===== src/rtl/sdram_bist_7seg_if.sv =====
// Avalon-MM bus between the BIST master and the SDRAM controller slave port.
interface sdram_bist_7seg_if #(
  parameter int unsigned ADDR_W = 25,
  parameter int unsigned DATA_W = 16
);
  logic [ADDR_W-1:0]   address;
  logic [DATA_W/8-1:0] byteenable_n;
  logic                chipselect;
  logic                read_n;
  logic                write_n;
  logic [DATA_W-1:0]   writedata;
  logic [DATA_W-1:0]   readdata;
  logic                readdatavalid;
  logic                waitrequest;

  modport master (
    output address, byteenable_n, chipselect, read_n, write_n, writedata,
    input  readdata, readdatavalid, waitrequest
  );

  modport slave (
    input  address, byteenable_n, chipselect, read_n, write_n, writedata,
    output readdata, readdatavalid, waitrequest
  );
endinterface


===== src/rtl/sdram_bist_7seg.sv =====
// SDRAM write/read-back checker: writes a pattern block, reads it back,
// counts mismatches/timeouts and shows the progress/result on a scanned
// hex 7-segment display.
module sdram_bist_7seg #(
  parameter int unsigned       ADDR_W         = 25,
  parameter int unsigned       DATA_W         = 16,
  parameter logic [ADDR_W-1:0] BASE_ADDR      = 25'h000100,
  parameter int unsigned       NUM_WORDS      = 16,
  parameter logic [15:0]       SEED           = 16'hA5C3,
  parameter int unsigned       NUM_DIGITS     = 4,
  parameter int unsigned       REFRESH_DIV    = 50000,
  parameter int unsigned       TIMEOUT_CYC    = 1024,
  parameter bit                SEG_ACTIVE_LOW = 1'b1
) (
  input  logic                  clk_clk,
  input  logic                  reset_reset_n,
  input  logic                  start,
  sdram_bist_7seg_if.master     avm,
  output logic [6:0]            seg,
  output logic [NUM_DIGITS-1:0] digit_sel,
  output logic                  busy,
  output logic                  done,
  output logic                  pass
);

  localparam int unsigned IDX_W  = (NUM_WORDS   > 1) ? $clog2(NUM_WORDS)   : 1;
  localparam int unsigned TO_W   = (TIMEOUT_CYC > 1) ? $clog2(TIMEOUT_CYC) : 1;
  localparam int unsigned REF_W  = (REFRESH_DIV > 1) ? $clog2(REFRESH_DIV) : 1;
  localparam int unsigned DIG_W  = (NUM_DIGITS  > 1) ? $clog2(NUM_DIGITS)  : 1;
  localparam int unsigned DISP_W = 4 * NUM_DIGITS;

  typedef enum logic [2:0] {IDLE, WR, RD_REQ, RD_WAIT, DONE} state_t;

  state_t            state;
  logic [IDX_W-1:0]  idx;
  logic [TO_W-1:0]   tcnt;
  logic [15:0]       err_cnt;
  logic [ADDR_W-1:0] addr_q;
  logic [DATA_W-1:0] wdata_q;
  logic              cs_q;
  logic              read_n_q;
  logic              write_n_q;

  logic [REF_W-1:0]      ref_cnt;
  logic [DIG_W-1:0]      dig_cnt;
  logic [DISP_W-1:0]     disp_val;
  logic [3:0]            nibble;
  logic [NUM_DIGITS-1:0] sel_onehot;

  logic        idx_last;
  logic        word_bad;
  logic        timed_out;
  logic [15:0] err_next;

  function automatic logic [DATA_W-1:0] pat(input logic [IDX_W-1:0] i);
    return DATA_W'(SEED) + DATA_W'(i) * DATA_W'(16'h0101);
  endfunction

  function automatic logic [ADDR_W-1:0] addr_of(input logic [IDX_W-1:0] i);
    return BASE_ADDR + ADDR_W'(i);
  endfunction

  // Active-high {a..g} hex glyphs.
  function automatic logic [6:0] glyph(input logic [3:0] n);
    unique case (n)
      4'h0: return 7'b1111110;
      4'h1: return 7'b0110000;
      4'h2: return 7'b1101101;
      4'h3: return 7'b1111001;
      4'h4: return 7'b0110011;
      4'h5: return 7'b1011011;
      4'h6: return 7'b1011111;
      4'h7: return 7'b1110000;
      4'h8: return 7'b1111111;
      4'h9: return 7'b1111011;
      4'hA: return 7'b1110111;
      4'hB: return 7'b0011111;
      4'hC: return 7'b1001110;
      4'hD: return 7'b0111101;
      4'hE: return 7'b1001111;
      default: return 7'b1000111;
    endcase
  endfunction

  assign avm.address      = addr_q;
  assign avm.writedata    = wdata_q;
  assign avm.chipselect   = cs_q;
  assign avm.read_n       = read_n_q;
  assign avm.write_n      = write_n_q;
  assign avm.byteenable_n = '0;

  // Per-word read-back verdict and saturating error increment.
  always_comb begin
    idx_last  = (idx == IDX_W'(NUM_WORDS - 1));
    timed_out = (tcnt == TO_W'(TIMEOUT_CYC - 1));
    word_bad  = avm.readdatavalid ? (avm.readdata != pat(idx)) : 1'b1;
    err_next  = (err_cnt == '1) ? err_cnt : err_cnt + 16'd1;
  end

  // Pass sequencer: bus request registers are loaded one cycle ahead so the
  // next write/read is already on the bus the cycle after acceptance.
  always_ff @(posedge clk_clk or negedge reset_reset_n) begin
    if (!reset_reset_n) begin
      state     <= IDLE;
      idx       <= '0;
      tcnt      <= '0;
      err_cnt   <= '0;
      addr_q    <= '0;
      wdata_q   <= '0;
      cs_q      <= 1'b0;
      read_n_q  <= 1'b1;
      write_n_q <= 1'b1;
      busy      <= 1'b0;
      done      <= 1'b0;
      pass      <= 1'b0;
    end else begin
      unique case (state)
        IDLE, DONE: begin
          if (start) begin
            idx       <= '0;
            err_cnt   <= '0;
            done      <= 1'b0;
            pass      <= 1'b0;
            busy      <= 1'b1;
            cs_q      <= 1'b1;
            write_n_q <= 1'b0;
            addr_q    <= addr_of('0);
            wdata_q   <= pat('0);
            state     <= WR;
          end
        end
        WR: begin
          if (!avm.waitrequest) begin
            if (idx_last) begin
              idx       <= '0;
              write_n_q <= 1'b1;
              read_n_q  <= 1'b0;
              addr_q    <= addr_of('0);
              state     <= RD_REQ;
            end else begin
              idx     <= idx + 1'b1;
              addr_q  <= addr_of(idx + 1'b1);
              wdata_q <= pat(idx + 1'b1);
            end
          end
        end
        RD_REQ: begin
          if (!avm.waitrequest) begin
            cs_q     <= 1'b0;
            read_n_q <= 1'b1;
            tcnt     <= '0;
            state    <= RD_WAIT;
          end
        end
        RD_WAIT: begin
          if (avm.readdatavalid || timed_out) begin
            if (word_bad) err_cnt <= err_next;
            if (idx_last) begin
              busy  <= 1'b0;
              done  <= 1'b1;
              pass  <= !word_bad && (err_cnt == '0);
              state <= DONE;
            end else begin
              idx      <= idx + 1'b1;
              cs_q     <= 1'b1;
              read_n_q <= 1'b0;
              addr_q   <= addr_of(idx + 1'b1);
              state    <= RD_REQ;
            end
          end else begin
            tcnt <= tcnt + 1'b1;
          end
        end
        default: state <= IDLE;
      endcase
    end
  end

  // Value on display and the nibble/digit currently being scanned.
  always_comb begin
    if (busy)      disp_val = DISP_W'(idx);
    else if (done) disp_val = DISP_W'(err_cnt);
    else           disp_val = '0;
    nibble     = 4'(disp_val >> {dig_cnt, 2'b00});
    sel_onehot = NUM_DIGITS'(1) << dig_cnt;
  end

  // Digit scan timing and registered segment/digit drive.
  always_ff @(posedge clk_clk or negedge reset_reset_n) begin
    if (!reset_reset_n) begin
      ref_cnt   <= '0;
      dig_cnt   <= '0;
      seg       <= SEG_ACTIVE_LOW ? '1 : '0;
      digit_sel <= SEG_ACTIVE_LOW ? '1 : '0;
    end else begin
      if (ref_cnt == REF_W'(REFRESH_DIV - 1)) begin
        ref_cnt <= '0;
        dig_cnt <= (dig_cnt == DIG_W'(NUM_DIGITS - 1)) ? '0 : dig_cnt + 1'b1;
      end else begin
        ref_cnt <= ref_cnt + 1'b1;
      end
      seg       <= SEG_ACTIVE_LOW ? ~glyph(nibble) : glyph(nibble);
      digit_sel <= SEG_ACTIVE_LOW ? ~sel_onehot : sel_onehot;
    end
  end

endmodule

===== src/flat_wrapper.sv =====
// flat-port wrapper written by rule: the top's interface ports become plain ports
module sdram_bist_7seg_flat 
#(
  parameter int unsigned       ADDR_W         = 25,
  parameter int unsigned       DATA_W         = 16,
  parameter logic [ADDR_W-1:0] BASE_ADDR      = 25'h000100,
  parameter int unsigned       NUM_WORDS      = 16,
  parameter logic [15:0]       SEED           = 16'hA5C3,
  parameter int unsigned       NUM_DIGITS     = 4,
  parameter int unsigned       REFRESH_DIV    = 50000,
  parameter int unsigned       TIMEOUT_CYC    = 1024,
  parameter bit                SEG_ACTIVE_LOW = 1'b1
)
  (clk_clk, reset_reset_n, start, seg, digit_sel, busy, done, pass, avm_address, avm_byteenable_n, avm_chipselect, avm_read_n, avm_write_n, avm_writedata, avm_readdata, avm_readdatavalid, avm_waitrequest);
  sdram_bist_7seg_if #(.ADDR_W(ADDR_W), .DATA_W(DATA_W)) avm_i ();
  input  logic clk_clk;
  input  logic reset_reset_n;
  input  logic start;
  output logic [6:0] seg;
  output logic [NUM_DIGITS-1:0] digit_sel;
  output logic busy;
  output logic done;
  output logic pass;
  output wire logic [$bits(avm_i.address)-1:0] avm_address;
  output wire logic [$bits(avm_i.byteenable_n)-1:0] avm_byteenable_n;
  output wire logic [$bits(avm_i.chipselect)-1:0] avm_chipselect;
  output wire logic [$bits(avm_i.read_n)-1:0] avm_read_n;
  output wire logic [$bits(avm_i.write_n)-1:0] avm_write_n;
  output wire logic [$bits(avm_i.writedata)-1:0] avm_writedata;
  input wire logic [$bits(avm_i.readdata)-1:0] avm_readdata;
  input wire logic [$bits(avm_i.readdatavalid)-1:0] avm_readdatavalid;
  input wire logic [$bits(avm_i.waitrequest)-1:0] avm_waitrequest;
  assign avm_address = avm_i.address;
  assign avm_byteenable_n = avm_i.byteenable_n;
  assign avm_chipselect = avm_i.chipselect;
  assign avm_read_n = avm_i.read_n;
  assign avm_write_n = avm_i.write_n;
  assign avm_writedata = avm_i.writedata;
  assign avm_i.readdata = avm_readdata;
  assign avm_i.readdatavalid = avm_readdatavalid;
  assign avm_i.waitrequest = avm_waitrequest;
  sdram_bist_7seg #(.ADDR_W(ADDR_W), .DATA_W(DATA_W), .BASE_ADDR(BASE_ADDR), .NUM_WORDS(NUM_WORDS), .SEED(SEED), .NUM_DIGITS(NUM_DIGITS), .REFRESH_DIV(REFRESH_DIV), .TIMEOUT_CYC(TIMEOUT_CYC), .SEG_ACTIVE_LOW(SEG_ACTIVE_LOW)) u_core (.clk_clk(clk_clk), .reset_reset_n(reset_reset_n), .start(start), .avm(avm_i), .seg(seg), .digit_sel(digit_sel), .busy(busy), .done(done), .pass(pass));
endmodule

===== config.mk =====
export PLATFORM = sky130hd
export DESIGN_NAME = sdram_bist_7seg_flat
export DESIGN_NICKNAME = d
export VERILOG_FILES = /design/src/rtl/sdram_bist_7seg_if.sv /design/src/rtl/sdram_bist_7seg.sv /design/src/flat_wrapper.sv
export SDC_FILE = /design/constraint.sdc
export NUM_CORES = 1
export LEC_CHECK = 0
export ABC_AREA = 1
export CORE_MARGIN = 2
export CORE_UTILIZATION = 47
export DETAILED_ROUTE_END_ITERATION = 16
export PLACE_DENSITY = 0.71
export SKIP_LAST_GASP = 1
export SYNTH_ARGS = -nofsm -noshare
export SYNTH_HDL_FRONTEND = slang
export SYNTH_SLANG_ARGS = --single-unit
export TNS_END_PERCENT = 1

===== constraint.sdc =====
create_clock -name clk_clk -period 3.92 [get_ports clk_clk]
set_clock_uncertainty 0.2 [all_clocks]
set_input_delay 0.784 -clock clk_clk [delete_from_list [all_inputs] [get_ports clk_clk]]
set_output_delay 0.784 -clock clk_clk [all_outputs]
set_load 0.03 [all_outputs]

**Yosys cells after proc, flatten, opt, wreduce, memory -nomap -nowiden**

Memories as Yosys holds them, arrays and structs flattened.
Index checks and enable logic that the tools add are counted.

- Add/subtract/negate cells: 8
- Multipliers: 2
- Equal/unequal tests: 21
- Shift operators: 2
- Mux-type cells: 58
- Bitwise operators: 2
- Reductions and logical operators: 21

Operator list:

| kind | count |
|---|---|
| 16-bit 2-to-1 mux | 10 |
| 25-bit 2-to-1 mux | 5 |
| 25-bit one-hot mux with 3 select lines | 1 |
| 16-bit one-hot mux with 2 select lines | 2 |
| 16-bit by 1-bit adder with 16-bit output, second input constant | 2 |
| 16-bit by 13-bit adder with 16-bit output, first input constant | 2 |
| 16-bit == test, second input constant | 2 |
| 4-bit by 9-bit multiplier with 13-bit output, second input constant | 2 |
| 10-bit 2-to-1 mux | 2 |
| 4-bit 2-to-1 mux | 5 |
| 10-bit one-hot mux with 2 select lines | 1 |
| 5-bit AND reduction | 4 |
| 3-bit 2-to-1 mux | 6 |
| 1-bit 2-to-1 mux | 17 |
| 16-bit logical NOT | 1 |
| 16-bit inequality test | 1 |
| 16-bit by 4-bit >> shifter with 4-bit output | 1 |
| 2-bit inequality test, second input constant | 7 |
| 3-bit one-hot mux with 4 select lines | 1 |
| 4-bit one-hot mux with 3 select lines | 1 |
| 4-bit AND reduction | 3 |
| 10-bit by 1-bit adder with 10-bit output, second input constant | 1 |
| 9-bit by 4-bit adder with 10-bit output, first input constant | 1 |
| 10-bit == test, second input constant | 1 |
| other kinds (23) | 35 |

- Bits in registers: 109
- Bits in read-only memories: 112
- Input bits: 21
- Output and inout bits: 60
- Word-level logic and storage cells: 131
- Memories kept: 1

Memories:

| memory | words | width | rd ports | clocked after Yosys merged registers in | wr ports | RTL line | source |
|---|---|---|---|---|---|---|---|
| (name not given) | 16 | 7 | 1 | 0 | 0 | sdram_bist_7seg.sv:65 | `unique case (n)` |

**Longest topological paths before layout**

Gate-level depths: netlist of run 1.

- Depth after elaboration: 9
- Depth in mapped cells: 16
- Mapped depth without buffers: 14

**Worst setup path after synthesis of run 1**

No wires, ideal clock.

- Path type: reg-to-reg
- From: register u_core.idx[0]
- To: register u_core.err_cnt[12]
- Library setup time: 0.118 ns
- Arrival time: 2.204 ns
- Data required time: 3.602 ns
- Slack: 1.398 ns
- Cell stages (with the launch flop): 14
- Buffers on the path: 3
- Clock period less this slack: 2.522 ns
- Cells stage by stage: dfrtp_1 -> clkbuf_2 -> inv_1 -> ha_1 -> buf_2 -> nand2_1 -> nand2_1 -> nor3_1 -> nand2_1 -> nor2_4 -> nand3_4 -> buf_2 -> nand4_1 -> nand2_1

- Cells in the longest elaborated chain, start to end: 6

Ends and longest elaborated chain:

| element | RTL line | source |
|---|---|---|
| from (decl) | sdram_bist_7seg.sv:35 | `logic [IDX_W-1:0] idx;` |
| from (signal assigned) | sdram_bist_7seg.sv:141 | `idx <= idx + 1'b1;` |
| from (signal assigned) | sdram_bist_7seg.sv:164 | `idx <= idx + 1'b1;` |
| 4-bit by 9-bit multiplier with 13-bit output | sdram_bist_7seg.sv:56 | `return DATA_W'(SEED) + DATA_W'(i) * DATA_W'(16'h0101);` |
| 16-bit by 13-bit adder with 16-bit output | sdram_bist_7seg.sv:56 |  |
| 16-bit inequality test | sdram_bist_7seg.sv:96 | `word_bad = avm.readdatavalid ? (avm.readdata != pat(idx)) : 1'b1;` |
| 1-bit 2-to-1 mux | sdram_bist_7seg.sv:96 |  |
| 2-bit by 1-bit inequality test with 1-bit output (no line) | n/a |  |
| 5-bit AND reduction (no line) | n/a |  |
| to (signal assigned) | sdram_bist_7seg.sv:157 | `if (word_bad) err_cnt <= err_next;` |
| to (decl) | sdram_bist_7seg.sv:37 | `logic [15:0] err_cnt;` |

Every way passes these cells.
A chain may end at the register's enable or synchronous reset.

**Worst setup path after layout of run 1**

- From: register u_core.idx[0]
- To: register u_core.err_cnt[1]

The elaborated chain is that of the path after synthesis.

==> qor.yml, run 1 <==
setup_path:
  critical-path-max-stage-delay_ns: 0.50
  crit_slowest_cell: "dfrtp_1"
  path_buf_inv: 1
  worstPathArrival_ns: 2.84
  criticalPathCategory: "reg2reg"
  ordered_list_of_cells_on_the_worst_path: "ha_1, ha_1, inv_1, nand2_1, nand3_2, nor2_1, nand2_1, nor2_4, nand3_4, nand3_4, nand2_1, nand2_1"
  startpoint_type: "flop"
  cpMostUsedCell: "nand2_1"
  crit_required_ns: 4.01
  worstPathMaxFanout: 17
  cell_family_with_the_largest_share_of_critical_path_delay: "simple AND/OR/NAND/NOR gates"
  critical_path.endpoint_type: "flop"
layout:
  layout.cells.most_common_list: "nand2_1 (212), inv_1 (102), nor2_1 (74)"
  fillerInstances: 1104
  syn_to_final_growth_pct: 15.4
  drive_above_1_share: 0.0626
  area.sequential_mm2: 0.00204
  final_core_utilization: 0.555
  antenna_cells_inserted: 0
  nNetsFinal: 861
  layout.cells.most_common: "nand2_1"
  multiInputGateArea_mm2: 0.00285
  final-instance-count-excl-fill: 958
global_route:
  grt_pass1_vias: 4844
  globalRouteTotalUtil: 0.212
  grt_pass1_wl_mm: 21.8
  grt_max_degree: 82
  grt-ovfl-total: 0
  antenna_found_initial: 0
sta:
  final.min_clock_period_ns: 2.75
  finalHoldViolCount: 0
  fin_hold_ws_ns: 0.272
  fin_setup_tns_ns: 0
  setup_violations: 0
  final.period_utilization: 0.702
  timing_max_transition_violations_final: 0
  rsz_0062_raised_after_global_routing: "no"
  worstMarginPinSlew_ns: 0.993
  post-route-worst-setup-slack_ns: 1.17
  max_freq_mhz: 363
  slew_headroom: 0.338
placement:
  preCtsSetupSlack_ns: 1.08
  dp.cells: 942
  detailedPlacementHpwl_mm: 9.55
  count_of_buffers_from_port_buffering: 57
  place.gp.congestion: 0.958
clocking:
  cts_sinks: 81
  cts_buffers: 9
  clk_latency_ns: 0.35
  cts-hold-fix-buffers: 0
  htree_levels: 3
  cts.reportedPaths.clkPinSlew_ns: 0.07
  cts_tree: "yes"
  max_buffers_root_to_sink: 2
  cts-resized-gates: 0
  clock_tree.root_cell: "clkbuf_16"
  post-cts-setup-buffers: 0
floorplanning:
  dieHeight_um: 112
  starting_density: 0.481
  die_width_um: 112
  core_area_mm2: 0.0114
  core.rowCount: 39
  die_ar_mm2: 0.0126
  ioPinCount: 81
routing:
  first_pass_iters: 5
  route.detailed.drc: 0
  vias: 4997
  routed_wirelength_mm: 12.9
  ant_nets: 0
  detail_route.iter0.violations: 231
  post_drt_via_cell_ratio: 5.22
  average_wire_length_per_cell_after_detail_routing_um: 13.4
yosys:
  synthMuxAreaShare: 0
  synth_flop_cell: "dfrtp_1"
  synth_enable_flop_cells: 0
  ys_warn_count: 0
  mappedNetlistArea_mm2: 0.00549
  syn_area_per_cell_um2: 7.22
  synth_top_family_by_area: "simple AND/OR/NAND/NOR gates"
  post_synth_and_or_nand_nor_area_fraction: 0.326
  post_synth_fa_ha_maj_area_fraction: 0.0684
  share_of_the_yosys_chip_area_belonging_to_registers: 0.372
  synthArstFlopShare: 1.00
  synthXorXnorAreaFrac: 0.0271
  syn-instance-count: 760
  synth_compound_area_frac: 0.0828
  synthDistinctLibCells: 43
  synth_seq_cells: 81
job:
  maxCapViolCount: 0
pwr:
  irDropWorstVdd_mv: 0.420
  leakage_power_uw: 0.00308
  power_per_cell_area_mw_per_mm2: 535
run_status:
  outcome: "finished clean"
min_path:
  hold_class: "reg2reg"
==> worst reg2reg max path: stages, from the launching register on <==
cell,delay (ns)
dfrtp_1,0.50
ha_1,0.32
ha_1,0.41
inv_1,0.14
nand2_1,0.10
nand3_2,0.07
nor2_1,0.09
nand2_1,0.11
nor2_4,0.12
nand3_4,0.21
nand3_4,0.25
nand2_1,0.10
nand2_1,0.07
==> metrics by stage <==
stage	power [µW]	instance area (µm²)
5_1_grt	3630	6330
2_1_floorplan	2150	5570
3_5_place_dp	2570	6040
6_report	3390	6330
3_3_place_gp	2540	6040
4_1_cts	3410	6330
==> cells in the mapped netlist, types with 3 or more instances <==
cell type	count	area, µm²
o21ai_0	46	230
xor2_1	13	114
inv_1	102	383
or2_2	3	18.8
nand2_1	212	796
nand3_1	52	260
nor3_1	17	85.1
buf_4	27	203
nor2_1	74	278
clkbuf_1	3	11.3
buf_2	8	40.0
ha_1	30	375
dfrtp_1	68	1700
a21oi_1	22	110
o21a_1	3	22.5
nand4_1	26	163
xnor2_1	4	35.0
dfstp_2	13	342
nor4_1	3	18.8
==> worst paths after layout <==
kind	start	end	slack [ns]	cells past startpoint
setup / recovery	u_core.idx[0]	u_core.err_cnt[1]	1.17	12
hold / removal	u_core.ref_cnt[0]	u_core.ref_cnt[0]	0.27	1
setup reg to reg	u_core.idx[0]	u_core.err_cnt[1]	1.17	12
hold reg to reg	u_core.ref_cnt[0]	u_core.ref_cnt[0]	0.27	1
max in group asynchronous	reset_reset_n	u_core.tcnt[2]	2.49	1
min in group asynchronous	reset_reset_n	u_core.ref_cnt[11]	0.39	1
==> layer usage <==
metal | vias up | track usage | wire [µm]
met5 | - | 0 | 0
met4 | 0 | 0.0740 | 283
met2 | 171 | 0.357 | 6000
met3 | 25 | 0.0508 | 812
met1 | 2312 | 0.268 | 5780
li1 | 2489 | - | -
==> state kept, by name (all words and copies together) (netlist names) <==
name,cells
u_core.avm.read_n,1
u_core.avm.chipselect,1
u_core.done,1
u_core.avm.write_n,1
u_core.err_cnt,16
u_core.pass,1
u_core.avm.address,2
u_core.state,3
u_core.idx,3
u_core.ref_cnt,16
u_core.dig_cnt,2
u_core.avm.writedata,12
u_core.digit_sel,4
u_core.tcnt,10
u_core.seg,7
u_core.busy,1
==> cells by family (layout without fill, tap and decap cells) <==
kind of cell	count (synthesis)	count (layout)
simple gates	403	403
fa+ha+maj	30	30
flops	81	81
compound gates	82	82
other cells	1	23
buf+inv	146	179
xor+xnor	17	17
==> report_power, final <==
part / total, µW / internal (µW) / switching [µW]
sequential: 1090 / 980 / 111
combinational: 1480 / 476 / 1000
clock: 822 / 467 / 355
==> cell type report <==
type                       instances  share of cell area
clock buffer                      11              0.0399
clock inverter                     5             0.00593
inverter                         105              0.0622
multi-input combinational        555               0.450
sequential                        81               0.323
tap                              143              0.0282
timing repair buffer              58              0.0909
(Power assumes the default switching activity.)
==> run 2: changes to the inputs <==
- PLACE_DENSITY: 0.71 -> 0.73
- clock period: 3.92 -> 2.3 ns (I/O delays scaled with it)
==> run 2 against run 1 <==
- die area unchanged
- global-route usage is 1.9 points higher
- critical path depth is 10 lower
- non-clock buffer count increased by 57
- design area is 11% higher
- sequential share of layout area is 3.2 points lower
- worst setup slack got worse by 1.1 ns
- sequential cell count did not move
- combinational power is 110% higher
- worst hold slack lost 0.0075 ns
- first-iteration DRC count up 100%
- total power is 90% higher
==> qor.yml, run 2 (synthesized netlist as in run 1, its figures left out) <==
setup_path:
  worstPathMaxFanout: 4  # was 17
  setup.reg_to_reg.worst_slack_ns: 0.06  # was 1.17 ns
  ordered_list_of_cells_on_the_worst_path: "buf_4, clkdlybuf4s50_1"  # was ha_1, ha_1, inv_1, nand2_1, nand3_2, nor2_1, nand2_1, nor2_4, nand3_4, nand3_4, nand2_1, nand2_1
  path_buf_inv: 2  # was 1
  setup.worst_path.end: "avm_address[0]"  # was u_core.err_cnt[1]
  timing.reg2reg.worst_path_depth: 10  # was 12
  cp.depth: 2  # was 12
  critical_path.endpoint_type: "primary output"  # was flop
  worstPathArrival_ns: 1.60  # was 2.84 ns
  reg2reg_end: "u_core.err_cnt[11]"  # was u_core.err_cnt[1]
  crit_slowest_cell: "clkdlybuf4s50_1"  # was dfrtp_1
  ff_to_ff_start: "u_core.idx[1]"  # was u_core.idx[0]
  critical-path-max-stage-delay_ns: 0.66  # was 0.50 ns
  criticalPathCategory: "reg2out"  # was reg2reg
  startpoint_type: "flop"  # unchanged
  crit_required_ns: 1.64  # was 4.01 ns
  startpoint_of_the_most_critical_setup_path: "u_core.idx[0]"  # unchanged
  cell_family_with_the_largest_share_of_critical_path_delay: "buffers and inverters"  # was simple AND/OR/NAND/NOR gates
layout:
  finish.instance_area_mm2: 0.00706  # was 0.00633 mm²
  multiInputGateArea_mm2: 0.00307  # was 0.00285 mm²
  area.sequential_mm2: 0.00205  # was 0.00204 mm²
  layout.cells.most_common: "nand2_1"  # unchanged
  antenna_cells_inserted: 0  # unchanged
  layout.cells.most_common_list: "nand2_1 (205), inv_1 (96), nor2_1 (69)"  # was nand2_1 (212), inv_1 (102), nor2_1 (74)
  syn_to_final_growth_pct: 28.6  # was 15.4%
  fillerInstances: 1031  # was 1104
  nNetsFinal: 922  # was 861
  drive_above_1_share: 0.164  # was 0.0626
global_route:
  grt_max_degree: 41  # was 82
  grt_pass1_vias: 5125  # was 4844
  grt-ovfl-total: 0  # unchanged
  globalRouteTotalUtil: 0.230  # was 0.212
  antenna_found_initial: 0  # unchanged
  grt_pass1_wl_mm: 23.5  # was 21.8 mm
clocking:
  cts_tree: "yes"  # unchanged
  cts_sinks: 81  # unchanged
  cts.reportedPaths.clkPinSlew_ns: 0.06  # was 0.07 ns
  clock_tree.root_cell: "clkbuf_16"  # unchanged
  htree_levels: 3  # unchanged
  cts_buffers: 9  # unchanged
  max_buffers_root_to_sink: 2  # unchanged
  clk_latency_ns: 0.33  # was 0.35 ns
routing:
  route.detailed.drc: 0  # unchanged
  detail_route.iter0.violations: 462  # was 231
  routed_wirelength_mm: 14.0  # was 12.9 mm
  vias: 5312  # was 4997
  first_pass_iters: 5  # unchanged
  post_drt_via_cell_ratio: 5.21  # was 5.22
  average_wire_length_per_cell_after_detail_routing_um: 13.8  # was 13.4 µm
  ant_nets: 0  # unchanged
sta:
  final.min_clock_period_ns: 2.26
  timing_max_transition_violations_final: 0  # unchanged
  setup_violations: 0  # unchanged
  max_freq_mhz: 442
  finalHoldViolCount: 0  # unchanged
  slew_headroom: 0.637  # was 0.338
  final.period_utilization: 0.983
  worstMarginPinSlew_ns: 0.544  # was 0.993 ns
  fin_hold_ws_ns: 0.265  # was 0.272 ns
  fin_setup_tns_ns: 0  # unchanged
  rsz_0062_raised_after_global_routing: "yes"  # was no
  post-route-worst-setup-slack_ns: 0.0388  # was 1.17 ns
pwr:
  fin_total_pwr_uw: 6440  # was 3390 µW
  power_per_cell_area_mw_per_mm2: 913  # was 535 mW/mm²
  leakage_power_uw: 0.00339  # was 0.00308 µW
  irDropWorstVdd_mv: 0.596  # was 0.420 mV
floorplanning:
  core_area_mm2: 0.0114  # unchanged
  ioPinCount: 81  # unchanged
  core.rowCount: 39  # unchanged
  starting_density: 0.481  # unchanged
  dieHeight_um: 112  # unchanged
  die_width_um: 112  # unchanged
  die_ar_mm2: 0.0126  # unchanged
placement:
  placedInstanceArea_mm2: 0.00643  # was 0.00604 mm²
  count_of_buffers_from_port_buffering: 57  # unchanged
  detailedPlacementHpwl_mm: 10.4  # was 9.55 mm
  preCtsSetupSlack_ns: -0.158  # was 1.08 ns
  place.gp.congestion: 0.871  # was 0.958
job:
  maxCapViolCount: 0  # unchanged
run_status:
  outcome: "finished clean"  # unchanged
min_path:
  timing.hold.worst.start: "u_core.avm.address[8]"  # was u_core.ref_cnt[0]
  hold_class: "reg2reg"  # unchanged
[run 2: cell types whose count changed in the layout (fill, tap and decap cells not counted), moves of 7 or more]
cell,before,now
ha_1,30,23
buf_4,2,52
ha_4,0,7
nand2_2,0,7
nand2_1,212,205
[run 2: layer usage]
layer	track usage	up-vias	part of all wire
met3	0.0400	35	0.055
met2	0.388	192	0.49
met4	0.107	0	0.028
met1	0.290	2466	0.42
li1	-	2619	-
met5	0	-	0
[run 2: tightest hold or removal path: cells and delay by family (launching register included)]
kind | cells | cell delay, ns
flip-flops | 1 | 0.34
AND/OR/NAND/NOR | 1 | 0.05
buffers and inverters | 1 | 0.04
[run 2: cell type report]
| cell class | count | share of cell area |
|---|---|---|
| clock buffers | 12 | 0.0363 |
| repair buffers | 115 | 0.149 |
| flip-flops and latches | 81 | 0.290 |
| well taps | 143 | 0.0254 |
| inverters | 105 | 0.0558 |
| multi-input cells | 559 | 0.436 |
| clock inverters | 4 | 0.00727 |
[run 2: how the worst min path moves through the flow]
stage / to / slack (ns) / cells after the start
after detailed placement: u_core.avm.writedata[2] / 0.26 / 2
final: u_core.avm.address[8] / 0.26 / 2
after global placement: u_core.avm.address[8] / 0.25 / 2
after floorplan: u_core.avm.address[3] / -0.04 / 0
after CTS: u_core.avm.address[8] / 0.27 / 2
after global routing: u_core.ref_cnt[0] / 0.29 / 1
[run 2: what timing repair did]
item	CTS	global route
cloned	3	1
hold buffers	1	0
gates resized for setup	11	32
setup buffers	1	10
setup endpoints to repair	19	38
pin swaps	4	18
hold endpoints to repair	36	0
[run 2: report_power, final]
group	switching [µW]	internal, µW
combinational	1890	1240
sequential	164	1670
clock	567	900
[run 2: metrics by stage]
step | util | instances
global placement | 0.564 | 987
global route | 0.618 | 1019
floorplan | - | 782
finish | 0.618 | 1019
detailed placement | 0.564 | 987
CTS | 0.598 | 1008
